`src/rtl/soqpsk_addr_gen.sv`:
```
// SOQPSK-TG precoder and waveform-ROM address generator.
// Emits {ternary history index, sample index} per sample strobe.
module soqpsk_addr_gen #(
    parameter int SAMP_LOG2   = 4,
    parameter int ROM_LATENCY = 2
) (
    input  logic       clock,
    input  logic       aclr,
    input  logic       enable,
    input  logic       samp_en,
    input  logic       bit_in,
    input  logic       bit_valid,
    output logic       bit_ready,
    output logic [8:0] address,
    output logic       addr_valid,
    output logic       sym_tick,
    output logic       rom_valid,
    output logic       underrun
);

    typedef enum logic {IDLE, RUN} state_t;

    localparam logic [SAMP_LOG2-1:0] CNT_LAST = '1;

    state_t state, state_nxt;

    logic [SAMP_LOG2-1:0]   cnt, cnt_nxt;
    logic                   k, k_nxt;
    logic                   a1, a1_nxt;
    logic                   a2, a2_nxt;
    logic signed [1:0]      t0, t1, t2;
    logic signed [1:0]      t0_nxt, t1_nxt, t2_nxt;
    logic                   unf_nxt;
    logic                   step;
    logic                   ak;
    logic signed [1:0]      alpha;
    logic [4:0]             idx_nxt;
    logic [ROM_LATENCY-1:0] dly;

    // Ternary digit {-1,0,+1} mapped to base-3 digit {0,1,2}
    function automatic logic [4:0] trit(input logic signed [1:0] t);
        logic [4:0] d;
        unique case (t)
            -2'sd1:  d = 5'd0;
            2'sd0:   d = 5'd1;
            2'sd1:   d = 5'd2;
            default: d = 5'd1;
        endcase
        return d;
    endfunction

    always_comb begin
        state_nxt = state;
        cnt_nxt   = cnt;
        k_nxt     = k;
        a1_nxt    = a1;
        a2_nxt    = a2;
        t0_nxt    = t0;
        t1_nxt    = t1;
        t2_nxt    = t2;
        unf_nxt   = underrun;
        step      = 1'b0;
        bit_ready = 1'b0;
        ak        = a2;
        alpha     = 2'sd0;
        unique case (state)
            IDLE: begin
                if (enable) state_nxt = RUN;
                cnt_nxt = CNT_LAST;
                k_nxt   = 1'b0;
                a1_nxt  = 1'b1;
                a2_nxt  = 1'b1;
                t0_nxt  = 2'sd0;
                t1_nxt  = 2'sd0;
                t2_nxt  = 2'sd0;
                unf_nxt = 1'b0;
            end
            RUN: begin
                if (!enable) state_nxt = IDLE;
                if (samp_en) begin
                    step    = 1'b1;
                    cnt_nxt = cnt + 1'b1;
                    if (cnt == CNT_LAST) begin
                        bit_ready = bit_valid;
                        // Missing bit repeats a[k-2], forcing alpha=0
                        ak = bit_valid ? bit_in : a2;
                        if (!bit_valid) unf_nxt = 1'b1;
                        // Sign of s*a[k-1]*a_k; s is negative on even k
                        if (ak != a2)
                            alpha = (k ^ a1 ^ ak) ? 2'sd1 : -2'sd1;
                        t2_nxt = t1;
                        t1_nxt = t0;
                        t0_nxt = alpha;
                        a2_nxt = a1;
                        a1_nxt = ak;
                        k_nxt  = ~k;
                    end
                end
            end
        endcase
    end

    assign idx_nxt = 5'd9 * trit(t2_nxt)
                   + 5'd3 * trit(t1_nxt)
                   + trit(t0_nxt);

    always_ff @(posedge clock or posedge aclr) begin
        if (aclr) begin
            state      <= IDLE;
            cnt        <= CNT_LAST;
            k          <= 1'b0;
            a1         <= 1'b1;
            a2         <= 1'b1;
            t0         <= 2'sd0;
            t1         <= 2'sd0;
            t2         <= 2'sd0;
            underrun   <= 1'b0;
            address    <= 9'd0;
            addr_valid <= 1'b0;
            sym_tick   <= 1'b0;
            dly        <= '0;
        end else begin
            state      <= state_nxt;
            cnt        <= cnt_nxt;
            k          <= k_nxt;
            a1         <= a1_nxt;
            a2         <= a2_nxt;
            t0         <= t0_nxt;
            t1         <= t1_nxt;
            t2         <= t2_nxt;
            underrun   <= unf_nxt;
            addr_valid <= step;
            sym_tick   <= step && (cnt_nxt == '0);
            if (step) address <= {idx_nxt, cnt_nxt};
            // Keeps shifting in IDLE so in-flight ROM reads still qualify
            dly <= ROM_LATENCY'({dly, addr_valid});
        end
    end

    assign rom_valid = dly[ROM_LATENCY-1];

endmodule
```
`config.mk`:
```
export PLATFORM = sky130hd
export DESIGN_NAME = soqpsk_addr_gen
export DESIGN_NICKNAME = d
export VERILOG_FILES = /design/src/rtl/soqpsk_addr_gen.sv
export SDC_FILE = /design/constraint.sdc
export NUM_CORES = 1
export LEC_CHECK = 0
export BUFFER_PORTS_ARGS = -buffer_cell sky130_fd_sc_hd__buf_2
export CAP_MARGIN = 25
export CORE_MARGIN = 1
export CORE_UTILIZATION = 60
export DETAILED_ROUTE_END_ITERATION = 12
export PLACE_DENSITY = 0.83
export SYNTH_ARGS = -nofsm -noshare
export SYNTH_HDL_FRONTEND = slang
export SYNTH_SLANG_ARGS = --single-unit
```
`constraint.sdc`:
```
create_clock -name clock -period 6.35 [get_ports clock]
set_input_delay 0.9525 -clock clock [delete_from_list [all_inputs] [get_ports clock]]
set_output_delay 0.9525 -clock clock [all_outputs]
set_load 0.05 [all_outputs]
```
**Yosys cells after proc, flatten, opt, wreduce, memory -nomap -nowiden**

Cells that the tools add are included.

- Bits in registers: 28
- Logic and storage cells: 73

- Add/sub/neg operators: 3
- Multipliers: 2
- Eq/ne operators: 11
- Muxes and demuxes: 36
- Bitwise gates (word level): 4
- Reduce and logical (&&, ||, !) cells: 4

Operators by type and width:

| operator | number |
|---|---|
| 2-bit one-hot mux with 2 select lines | 6 |
| 1-bit two-way mux | 16 |
| 2-bit two-way mux | 8 |
| 5-bit adder | 2 |
| 1-bit one-hot mux with 2 select lines | 4 |
| 4-bit one-hot mux with 2 select lines | 1 |
| 2-bit by 1-bit == test with 1-bit output (second input constant) | 3 |
| 2-bit == test (second input constant) | 3 |
| 2-bit by 5-bit multiplier with 5-bit output (first input constant) | 1 |
| 4-bit by 5-bit multiplier with 5-bit output (first input constant) | 1 |
| 4-bit by 1-bit adder with 4-bit output (second input constant) | 1 |
| 4-bit == test (second input constant) | 1 |
| 4-bit logical NOT | 1 |
| 4-bit two-way mux | 1 |
| 2-bit inequality test (second input constant) | 2 |
| 3-bit AND reduction | 1 |
| 2-bit by 1-bit inequality test with 1-bit output (second input constant) | 1 |
| 1-bit inverter | 2 |
| 2-bit AND reduction | 1 |
| 1-bit XOR | 2 |
| 1-bit logical AND | 1 |
| 1-bit inequality test | 1 |

**Longest topological paths before layout**

Gate-level depths: netlist of the first run.

- Depth after elaboration: 10
- Gate-level depth with buffers: 16
- Depth with buffers taken out: 15

**Worst setup path before layout of the first run**

Ideal clock, no wire load.

- Path type: input -> register
- Start point: in samp_en
- End point: reg address[7]
- Arrival time: 3.303 ns
- Path slack: 2.916 ns
- Cell stages on the path: 16
- Cell sequence: buf_4 > and4_1 > buf_6 > nand2_1 > o21ai_1 > nand2_1 > xor2_1 > ha_1 > a41oi_1 > inv_1 > ha_1 > and4_1 > a32oi_1 > o21ai_1 > xnor2_1 > o21ai_1

- Cells in the longest elaborated chain, start to end: 7
- Elaborated cells between the ends (all ways): 21

Ends and longest elaborated chain:

| what | line | source |
|---|---|---|
| start, declared | 10 | `input logic samp_en,` |
| 2-bit two-way mux | 80 | `if (samp_en) begin` |
| 2-bit one-hot mux with 2 select lines | 66 | `unique case (state)` |
| 2-bit by 1-bit == test with 1-bit output or 2-bit == test (tied branches) | 43 | `unique case (t)` |
| 2-bit one-hot mux with 2 select lines | 43 |  |
| 4-bit by 5-bit multiplier with 5-bit output or 2-bit by 5-bit multiplier with 5-bit output (tied branches) | 103, 104 |  |
| 5-bit adder | 104 | `+ 5'd3 * trit(t1_nxt)` |
| 5-bit adder | 105 | `+ trit(t0_nxt);` |
| end signal, assigned | 134 | `if (step) address <= {idx_nxt, cnt_nxt};` |
| end, declared | 14 | `output logic [8:0] address,` |

Several ways; a longest one is shown, not always the timed one.
A chain may end at the register's enable or synchronous reset.

**Worst setup path in the final report of the first run**

- Start point: reg cnt[0]
- End point: reg address[7]

- Cells in the longest elaborated chain, start to end: 9
- Elaborated cells between the ends (all ways): 23

Ends and longest elaborated chain:

| what | line | source |
|---|---|---|
| start, declared | 27 | `logic [SAMP_LOG2-1:0] cnt, cnt_nxt;` |
| start signal, assigned | 124 | `cnt <= cnt_nxt;` |
| 4-bit == test * | 83 | `if (cnt == CNT_LAST) begin` |
| 2-bit two-way mux | 83 |  |
| 2-bit two-way mux | 80 |  |
| 2-bit one-hot mux with 2 select lines | 66 |  |
| 2-bit by 1-bit == test with 1-bit output or 2-bit == test (tied branches) | 43 |  |
| 2-bit one-hot mux with 2 select lines | 43 |  |
| 4-bit by 5-bit multiplier with 5-bit output or 2-bit by 5-bit multiplier with 5-bit output (tied branches) | 103, 104 |  |
| 5-bit adder | 104 |  |
| 5-bit adder * | 105 |  |

Every way passes the cells marked *; elsewhere a longest branch is shown, timed or not.

==> impl_metrics.xml, run 1 <==
<?xml version="1.0" encoding="UTF-8"?>
<metrics>
  <group name="status">
    <metric name="result_of_the_run" unit="">completed</metric>
  </group>
  <group name="min_path">
    <metric name="hold_class" unit="">reg2reg</metric>
  </group>
  <group name="timing">
    <metric name="worst_pin_slew" unit="ps">636</metric>
    <metric name="slew-limit-headroom" unit="%">57.6</metric>
    <metric name="slew_violations" unit="">0</metric>
    <metric name="timing.final.crit_share" unit="%">59.5</metric>
    <metric name="min_period" unit="ps">3780</metric>
    <metric name="whs" unit="ps">368</metric>
    <metric name="hold_violations" unit="">0</metric>
    <metric name="unrepaired_setup_endpoints_after_global_routing" unit="">false</metric>
    <metric name="timing.clock.skew" unit="ps">7.50</metric>
    <metric name="fmaxAchievable" unit="MHz">265</metric>
    <metric name="finalSetupTns" unit="ps">0</metric>
    <metric name="setup-violations-final" unit="">0</metric>
  </group>
  <group name="clock_tree">
    <metric name="h-tree-depth" unit="">1</metric>
    <metric name="clock_tree_from_tritoncts" unit="">yes</metric>
    <metric name="clockBufferDepth" unit="">2</metric>
    <metric name="root_buffer" unit="">sky130_fd_sc_hd__clkbuf_4</metric>
    <metric name="cts_sinks" unit="">28</metric>
    <metric name="postCtsSetupRepairBufs" unit="">0</metric>
    <metric name="cts_inserted_buffers" unit="">3</metric>
    <metric name="path_clk_slew" unit="ps">160</metric>
    <metric name="post_cts_hold_buffer_count" unit="">0</metric>
    <metric name="worstSkewPairLatency" unit="ps">330</metric>
    <metric name="post_cts_repair_resize_count" unit="">0</metric>
  </group>
  <group name="job">
    <metric name="maxCapViolCount" unit="">0</metric>
  </group>
  <group name="synth">
    <metric name="largest_family_of_logic_cells_by_synthesized_area" unit="">simple AND/OR/NAND/NOR gates</metric>
    <metric name="synth_enable_flop_cells" unit="">0</metric>
    <metric name="post_synth_fa_ha_maj_area_fraction" unit="%">7.39</metric>
    <metric name="synth.yosys.seq_area_share" unit="%">48.6</metric>
    <metric name="ys_dominant_reg_cell" unit="">sky130_fd_sc_hd__dfrtp_1</metric>
    <metric name="synth_seq_cells" unit="">28</metric>
    <metric name="synth_xor_area_share" unit="%">6.01</metric>
    <metric name="yosysWarningCount" unit="">0</metric>
    <metric name="ys_async_sr_fraction" unit="%">100</metric>
    <metric name="synth_most_common_cell" unit="">sky130_fd_sc_hd__nand2_1</metric>
    <metric name="synthesized_area" unit="sq um">1460</metric>
    <metric name="synth.avg_cell_area" unit="sq um">10.5</metric>
    <metric name="yosys.area.top_type_share" unit="%">37.8</metric>
    <metric name="mappedNetlistNets" unit="">153</metric>
    <metric name="synth.largest_area_cell" unit="">sky130_fd_sc_hd__dfrtp_1</metric>
    <metric name="unique_masters_post_synth" unit="">38</metric>
    <metric name="synth.cells.most_frequent" unit="">27 x sky130_fd_sc_hd__nand2_1, 22 x sky130_fd_sc_hd__dfrtp_1, 7 x sky130_fd_sc_hd__ha_1, 7 x sky130_fd_sc_hd__inv_1</metric>
    <metric name="fraction_of_the_mapped_netlist_area_in_compound_gates" unit="%">11.8</metric>
    <metric name="synth_top_cells_by_area" unit="">sky130_fd_sc_hd__dfrtp_1 38%, sky130_fd_sc_hd__dfstp_2 11%, sky130_fd_sc_hd__nand2_1 7.0%, sky130_fd_sc_hd__ha_1 6.0%, sky130_fd_sc_hd__xnor2_1 3.6%</metric>
    <metric name="post_synth_inst_count" unit="">139</metric>
    <metric name="synthSimpleGateAreaFrac" unit="%">16.4</metric>
    <metric name="share_of_synthesized_area_spent_on_multiplexers" unit="%">5.33</metric>
  </group>
  <group name="pwr">
    <metric name="leakage" unit="uW">0.000797</metric>
    <metric name="share_clk_of_total_power" unit="%">26.2</metric>
    <metric name="combinationalPowerShare" unit="%">26.0</metric>
    <metric name="sequentialPowerShare" unit="%">47.8</metric>
    <metric name="p_switching" unit="uW">147</metric>
    <metric name="internal_power" unit="uW">299</metric>
    <metric name="netSwitchingFraction" unit="%">33.0</metric>
    <metric name="worst_ir_drop_vdd" unit="mV">0.214</metric>
    <metric name="p_per_area" unit="nW/um^2">274</metric>
  </group>
  <group name="worst_setup_path">
    <metric name="regToRegSetupSlack" unit="ps">2570</metric>
    <metric name="worst_ep_arrival_time" unit="ps">4000</metric>
    <metric name="path_max_fanout" unit="">9</metric>
    <metric name="endpoint_kind_of_the_worst_setup_timing_path" unit="">flip-flop</metric>
    <metric name="path_class" unit="">reg2reg</metric>
    <metric name="critical_path.startpoint_type" unit="">flip-flop</metric>
    <metric name="worst-endpoint-required" unit="ps">6570</metric>
  </group>
  <group name="global_route">
    <metric name="grt_max_degree" unit="">29</metric>
    <metric name="grt_first_pass_wirelength" unit="microns">4480</metric>
    <metric name="track_usage" unit="%">23.5</metric>
    <metric name="antenna_found_initial" unit="">0</metric>
    <metric name="first_global_vias" unit="">999</metric>
    <metric name="globalRoute.totalOverflow" unit="">0</metric>
  </group>
  <group name="die">
    <metric name="floorplan_die_area" unit="sq um">2630</metric>
    <metric name="io-pin-count" unit="">20</metric>
    <metric name="core_outline_area" unit="sq um">2250</metric>
    <metric name="floorplan.initialDensity" unit="%">64.6</metric>
    <metric name="std_cell_rows" unit="">17</metric>
    <metric name="die-height" unit="microns">51.3</metric>
    <metric name="die_w" unit="microns">51.3</metric>
  </group>
  <group name="final_layout">
    <metric name="final_cells" unit="">184</metric>
    <metric name="number_of_inserted_diodes" unit="">0</metric>
    <metric name="layout-area-overhead-vs-synth" unit="%">11.8</metric>
    <metric name="final.fill_count" unit="">172</metric>
    <metric name="layout-drive-gt1-share" unit="%">23.1</metric>
    <metric name="nets" unit="">171</metric>
  </group>
  <group name="placed_design">
    <metric name="place_congestion" unit="">0.865</metric>
    <metric name="place_hpwl" unit="microns">1900</metric>
    <metric name="placed_cells" unit="">179</metric>
    <metric name="io_buffer_count" unit="">19</metric>
  </group>
  <group name="routing">
    <metric name="drcViolationCount" unit="">0</metric>
    <metric name="antenna_left" unit="">0</metric>
    <metric name="drt_iter0_drc" unit="">17</metric>
    <metric name="vias" unit="">1061</metric>
    <metric name="routed_wirelength" unit="microns">2660</metric>
    <metric name="detailed_routing_iteration_count_for_the_pre_antenna_repair_pass" unit="">4</metric>
    <metric name="post_drt_via_cell_ratio" unit="">5.77</metric>
    <metric name="routedWlPerCell" unit="microns">14.4</metric>
  </group>
</metrics>
[stage by stage]
stage | setup WS [ps] | utilization [%] | total power, uW | instance area (sq um)
2_1_floorplan | 2920 | - | 306 | 1460
3_3_place_gp | 2510 | 68.6 | 326 | 1550
3_5_place_dp | 2330 | 68.6 | 331 | 1550
4_1_cts | 2600 | 71.0 | 447 | 1600
5_1_grt | 2280 | 72.2 | 469 | 1630
6_report | 2570 | 72.2 | 447 | 1630
[cells by family after synthesis]
| group | count (synthesis) |
|---|---|
| and+or+nand+nor | 47 |
| DFF | 28 |
| AOI/OAI and AO/OA | 25 |
| buffers and inverters | 14 |
| xor gates and xnor gates | 10 |
| adders and majority gates | 8 |
| muxes | 7 |
[layout make-up]
| type | count | area (sq um) | area share [%] |
|---|---|---|---|
| sequential | 28 | 708 | 43.5 |
| multi-input combinational | 97 | 683 | 42.0 |
| timing repair buffer | 20 | 123 | 7.53 |
| tap | 28 | 35.0 | 2.15 |
| clock inverter | 1 | 30.0 | 1.84 |
| inverter | 7 | 26.3 | 1.61 |
| clock buffer | 3 | 22.5 | 1.38 |
[worst paths after layout]
check | end | cells after the start | start
min | dly[1] | 0 | dly[0]
max | address[7] | 15 | cnt[0]
max in group asynchronous | a2 | 3 | aclr
max reg2reg | address[7] | 15 | cnt[0]
min in group asynchronous | address[5] | 2 | aclr
min reg2reg | dly[1] | 0 | dly[0]
[layer usage]
layer	vias to the layer above	track usage [%]	part of all wire [%]
met1	526	30.4	43
met4	0	10.4	0.60
li1	508	-	-
met2	25	39.0	53
met3	2	3.57	2.7
met5	-	0	0
[cells in the final DEF, fill, tap and decap left out, types with 2 or more instances in the layout]
cell type / synthesis / routed
sky130_fd_sc_hd__nand2_1: 27 / 27
sky130_fd_sc_hd__dfrtp_1: 22 / 22
sky130_fd_sc_hd__buf_2: 1 / 19
sky130_fd_sc_hd__inv_1: 7 / 7
sky130_fd_sc_hd__ha_1: 7 / 7
sky130_fd_sc_hd__o21ai_0: 6 / 6
sky130_fd_sc_hd__xnor2_1: 6 / 6
sky130_fd_sc_hd__dfstp_2: 6 / 6
sky130_fd_sc_hd__o21ai_1: 5 / 5
sky130_fd_sc_hd__xor2_1: 4 / 4
sky130_fd_sc_hd__nor2b_1: 4 / 4
sky130_fd_sc_hd__mux2i_1: 4 / 4
sky130_fd_sc_hd__a21boi_1: 3 / 3
sky130_fd_sc_hd__a31oi_1: 3 / 3
sky130_fd_sc_hd__clkbuf_4: 0 / 3
sky130_fd_sc_hd__and4_1: 2 / 2
sky130_fd_sc_hd__nand3_1: 2 / 2
sky130_fd_sc_hd__nand4_1: 2 / 2
sky130_fd_sc_hd__and3_1: 2 / 2
sky130_fd_sc_hd__and2_1: 2 / 2
sky130_fd_sc_hd__nor2_1: 2 / 2
sky130_fd_sc_hd__mux2_2: 2 / 2
[state kept, by name, indices dropped and copies added, names as in the netlist, 2 cells and up]
register,count
t2,2
t1,2
cnt,4
t0,2
dly,2
address,9
[critical path, cell delays in order (launching register included)]
cell,delay [ps]
sky130_fd_sc_hd__dfstp_2,600
sky130_fd_sc_hd__ha_1,260
sky130_fd_sc_hd__and4_1,480
sky130_fd_sc_hd__nand2_1,150
sky130_fd_sc_hd__o21ai_1,260
sky130_fd_sc_hd__nand2_1,100
sky130_fd_sc_hd__xor2_1,200
sky130_fd_sc_hd__ha_1,190
sky130_fd_sc_hd__a41oi_1,280
sky130_fd_sc_hd__inv_1,90
sky130_fd_sc_hd__ha_1,310
sky130_fd_sc_hd__and4_1,230
sky130_fd_sc_hd__a32oi_1,160
sky130_fd_sc_hd__o21ai_1,110
sky130_fd_sc_hd__xnor2_1,170
sky130_fd_sc_hd__o21ai_1,70
[power groups by stage]
stage	clock (uW)	combinational, uW	sequential (uW)
after floorplan	0	56.0	250
after global placement	0	111	215
after detailed placement	0	114	216
after CTS	118	115	213
after global routing	126	126	216
final	117	116	213
No activity file was read; power rests on OpenSTA's default activity.
==> inputs of run 2 (changes only) <==
CORE_UTILIZATION = 56   (was 60)
PLACE_DENSITY = 0.78   (was 0.83)
clock period = 3.7 ns   (was 6.35 ns; I/O delays follow)
==> run 2 against run 1 <==
Against the previous run: critical path depth stayed put; cell count is 2.7% higher; maximum frequency is 9.0% higher; clock power is 28% higher; via count is 0.94% higher; combinational power is 78% higher; global-route usage is 1.2 points lower; register-to-register slack worse by 2300 ps; flip-flop and latch count stayed put; critical path type unchanged; largest cell class unchanged; largest power group unchanged; highest routed layer unchanged.
==> impl_metrics.xml, run 2 (same netlist as run 1, synthesis figures left out) <==
<?xml version="1.0" encoding="UTF-8"?>
<metrics>
  <group name="final_layout">
    <metric name="post-route-cell-area" unit="sq um">1650</metric>
    <metric name="leading_cell_type_in_the_layout_fill_and_taps_excluded" unit="">sky130_fd_sc_hd__nand2_1</metric>
    <metric name="final.fill_count" unit="">201</metric>
    <metric name="layout-area-overhead-vs-synth" unit="%">13.0</metric>
    <metric name="multi_input_area" unit="sq um">692</metric>
    <metric name="largest_register_ffs" unit="">9</metric>
    <metric name="layout.cells.most_common_list" unit="">27 x sky130_fd_sc_hd__nand2_1, 22 x sky130_fd_sc_hd__dfrtp_1, 19 x sky130_fd_sc_hd__buf_2</metric>
    <metric name="nets" unit="">174</metric>
    <metric name="seqCellArea" unit="sq um">708</metric>
    <metric name="top_register" unit="">address</metric>
    <metric name="number_of_inserted_diodes" unit="">0</metric>
    <metric name="layout-drive-gt1-share" unit="%">25.8</metric>
    <metric name="largest_registers" unit="">address x9, cnt x4</metric>
  </group>
  <group name="clock_tree">
    <metric name="post_cts_repair_resize_count" unit="">0</metric>
    <metric name="root_buffer" unit="">sky130_fd_sc_hd__clkbuf_4</metric>
    <metric name="cts_inserted_buffers" unit="">3</metric>
    <metric name="clock_tree_from_tritoncts" unit="">yes</metric>
    <metric name="cts_sinks" unit="">28</metric>
    <metric name="path_clk_slew" unit="ps">150</metric>
    <metric name="clockBufferDepth" unit="">2</metric>
    <metric name="h-tree-depth" unit="">1</metric>
    <metric name="post_cts_hold_buffer_count" unit="">0</metric>
    <metric name="postCtsSetupRepairBufs" unit="">0</metric>
    <metric name="worstSkewPairLatency" unit="ps">340</metric>
  </group>
  <group name="timing">
    <metric name="layout_setup_ws" unit="ps">235</metric>
    <metric name="setup-violations-final" unit="">0</metric>
    <metric name="timing.final.crit_share" unit="%">93.7</metric>
    <metric name="unrepaired_setup_endpoints_after_global_routing" unit="">false</metric>
    <metric name="slew_violations" unit="">0</metric>
    <metric name="slew-limit-headroom" unit="%">70.6</metric>
    <metric name="worst_pin_slew" unit="ps">439</metric>
    <metric name="hold_violations" unit="">0</metric>
    <metric name="min_period" unit="ps">3470</metric>
    <metric name="whs" unit="ps">129</metric>
    <metric name="timing.clock.skew" unit="ps">8.99</metric>
    <metric name="fmaxAchievable" unit="MHz">289</metric>
    <metric name="finalSetupTns" unit="ps">0</metric>
  </group>
  <group name="worst_setup_path">
    <metric name="timing.critical_path.slowest_stage_cell" unit="">sky130_fd_sc_hd__dfstp_2</metric>
    <metric name="path_max_fanout" unit="">7</metric>
    <metric name="endpoint_kind_of_the_worst_setup_timing_path" unit="">flip-flop</metric>
    <metric name="regToRegSetupSlack" unit="ps">230</metric>
    <metric name="worst_r2r_startpoint" unit="">cnt[0]</metric>
    <metric name="path_class" unit="">reg2reg</metric>
    <metric name="critical_path_max_stage_delay" unit="ps">600</metric>
    <metric name="reg2reg_depth" unit="">15</metric>
    <metric name="cells_traversed_along_the_worst_timing_path" unit="">ha_1 &gt; and4_2 &gt; nand2_1 &gt; o21ai_1 &gt; nand2_1 &gt; xor2_1 &gt; ha_1 &gt; a41oi_2 &gt; inv_1 &gt; ha_1 &gt; and4_1 &gt; a32oi_1 &gt; o21ai_1 &gt; xnor2_1 &gt; o21ai_1</metric>
    <metric name="worstSetupStartpoint" unit="">cnt[0]</metric>
    <metric name="worst-endpoint-required" unit="ps">3930</metric>
    <metric name="critical_path.startpoint_type" unit="">flip-flop</metric>
    <metric name="worst_ep_arrival_time" unit="ps">3690</metric>
  </group>
  <group name="placed_design">
    <metric name="place_congestion" unit="">0.831</metric>
    <metric name="placedInstanceArea" unit="sq um">1570</metric>
    <metric name="io_buffer_count" unit="">19</metric>
    <metric name="place_hpwl" unit="microns">2060</metric>
    <metric name="dp_worst_setup_slack" unit="ps">166</metric>
  </group>
  <group name="routing">
    <metric name="post_drt_via_cell_ratio" unit="">5.67</metric>
    <metric name="vias" unit="">1071</metric>
    <metric name="antenna_left" unit="">0</metric>
    <metric name="routedWlPerCell" unit="microns">14.7</metric>
    <metric name="detailed_routing_iteration_count_for_the_pre_antenna_repair_pass" unit="">4</metric>
    <metric name="routed_wirelength" unit="microns">2770</metric>
    <metric name="drcViolationCount" unit="">0</metric>
    <metric name="drt_iter0_drc" unit="">22</metric>
  </group>
  <group name="die">
    <metric name="die-height" unit="microns">53.0</metric>
    <metric name="floorplan_die_area" unit="sq um">2810</metric>
    <metric name="core_outline_area" unit="sq um">2480</metric>
    <metric name="std_cell_rows" unit="">18</metric>
    <metric name="floorplan.initialDensity" unit="%">58.8</metric>
    <metric name="io-pin-count" unit="">20</metric>
    <metric name="die_w" unit="microns">53.0</metric>
  </group>
  <group name="global_route">
    <metric name="grt_max_degree" unit="">29</metric>
    <metric name="antenna_found_initial" unit="">0</metric>
    <metric name="grt_first_pass_wirelength" unit="microns">4380</metric>
    <metric name="globalRoute.totalOverflow" unit="">0</metric>
    <metric name="first_global_vias" unit="">956</metric>
    <metric name="track_usage" unit="%">22.4</metric>
  </group>
  <group name="pwr">
    <metric name="worst_ir_drop_vdd" unit="mV">0.538</metric>
    <metric name="p_per_area" unit="nW/um^2">438</metric>
    <metric name="fin_total_pwr" unit="uW">721</metric>
    <metric name="leakage" unit="uW">0.000805</metric>
  </group>
  <group name="min_path">
    <metric name="hold_class" unit="">in2async</metric>
  </group>
  <group name="status">
    <metric name="result_of_the_run" unit="">completed</metric>
  </group>
  <group name="job">
    <metric name="maxCapViolCount" unit="">0</metric>
  </group>
</metrics>
[run 2: cell types whose count changed in the layout (fill, tap and decap cells not counted)]
cell,delta
sky130_fd_sc_hd__and4_2,+1
sky130_fd_sc_hd__clkbuf_8,+1
sky130_fd_sc_hd__and4_1,-1
sky130_fd_sc_hd__a41oi_2,+1
sky130_fd_sc_hd__a41oi_1,-1
sky130_fd_sc_hd__bufinv_16,-1
sky130_fd_sc_hd__buf_4,+3
[run 2: critical path: cells and delay by family, from the launching register on]
| kind | cells | cell delay [ps] |
|---|---|---|
| and+or+nand+nor | 4 | 790 |
| buffers and inverters | 1 | 80 |
| AOI/OAI and AO/OA | 5 | 820 |
| adders and majority gates | 3 | 740 |
| xor gates and xnor gates | 2 | 330 |
| DFF | 1 | 600 |
[run 2: layer usage]
layer	vias up	track usage [%]	part of all wire, %
li1	509	-	-
met1	521	28.1	41
met2	35	37.1	52
met3	6	3.74	4.3
met4	0	10.5	1.9
met5	-	0	0
[run 2: per-stage QoR]
step	util [%]	instances
6_report	66.4	189
5_1_grt	66.4	189
4_1_cts	64.9	188
3_5_place_dp	63.5	184
3_3_place_gp	63.5	184
2_1_floorplan	-	139
[run 2: path summary, 6_finish.rpt]
check | to
worst max-delay path | address[7]
worst min-delay path | address[7]
worst max register to register | address[7]
worst min register to register | dly[1]
max in group asynchronous | cnt[1]
min in group clock | state
[run 2: power breakdown]
part           leakage (uW)  switching, uW  internal, uW  total (uW)
Combinational      0.000438            140          67.2         207
Sequential         0.000346           21.8           342         364
Clock             0.0000210           89.9          60.5         150
[run 2: final cells by class]
type | instances | area share, %
sequential | 28 | 43.0
multi-input combinational | 97 | 42.1
timing repair buffer | 23 | 8.82
tap | 30 | 2.28
clock buffer | 4 | 2.21
inverter | 7 | 1.60
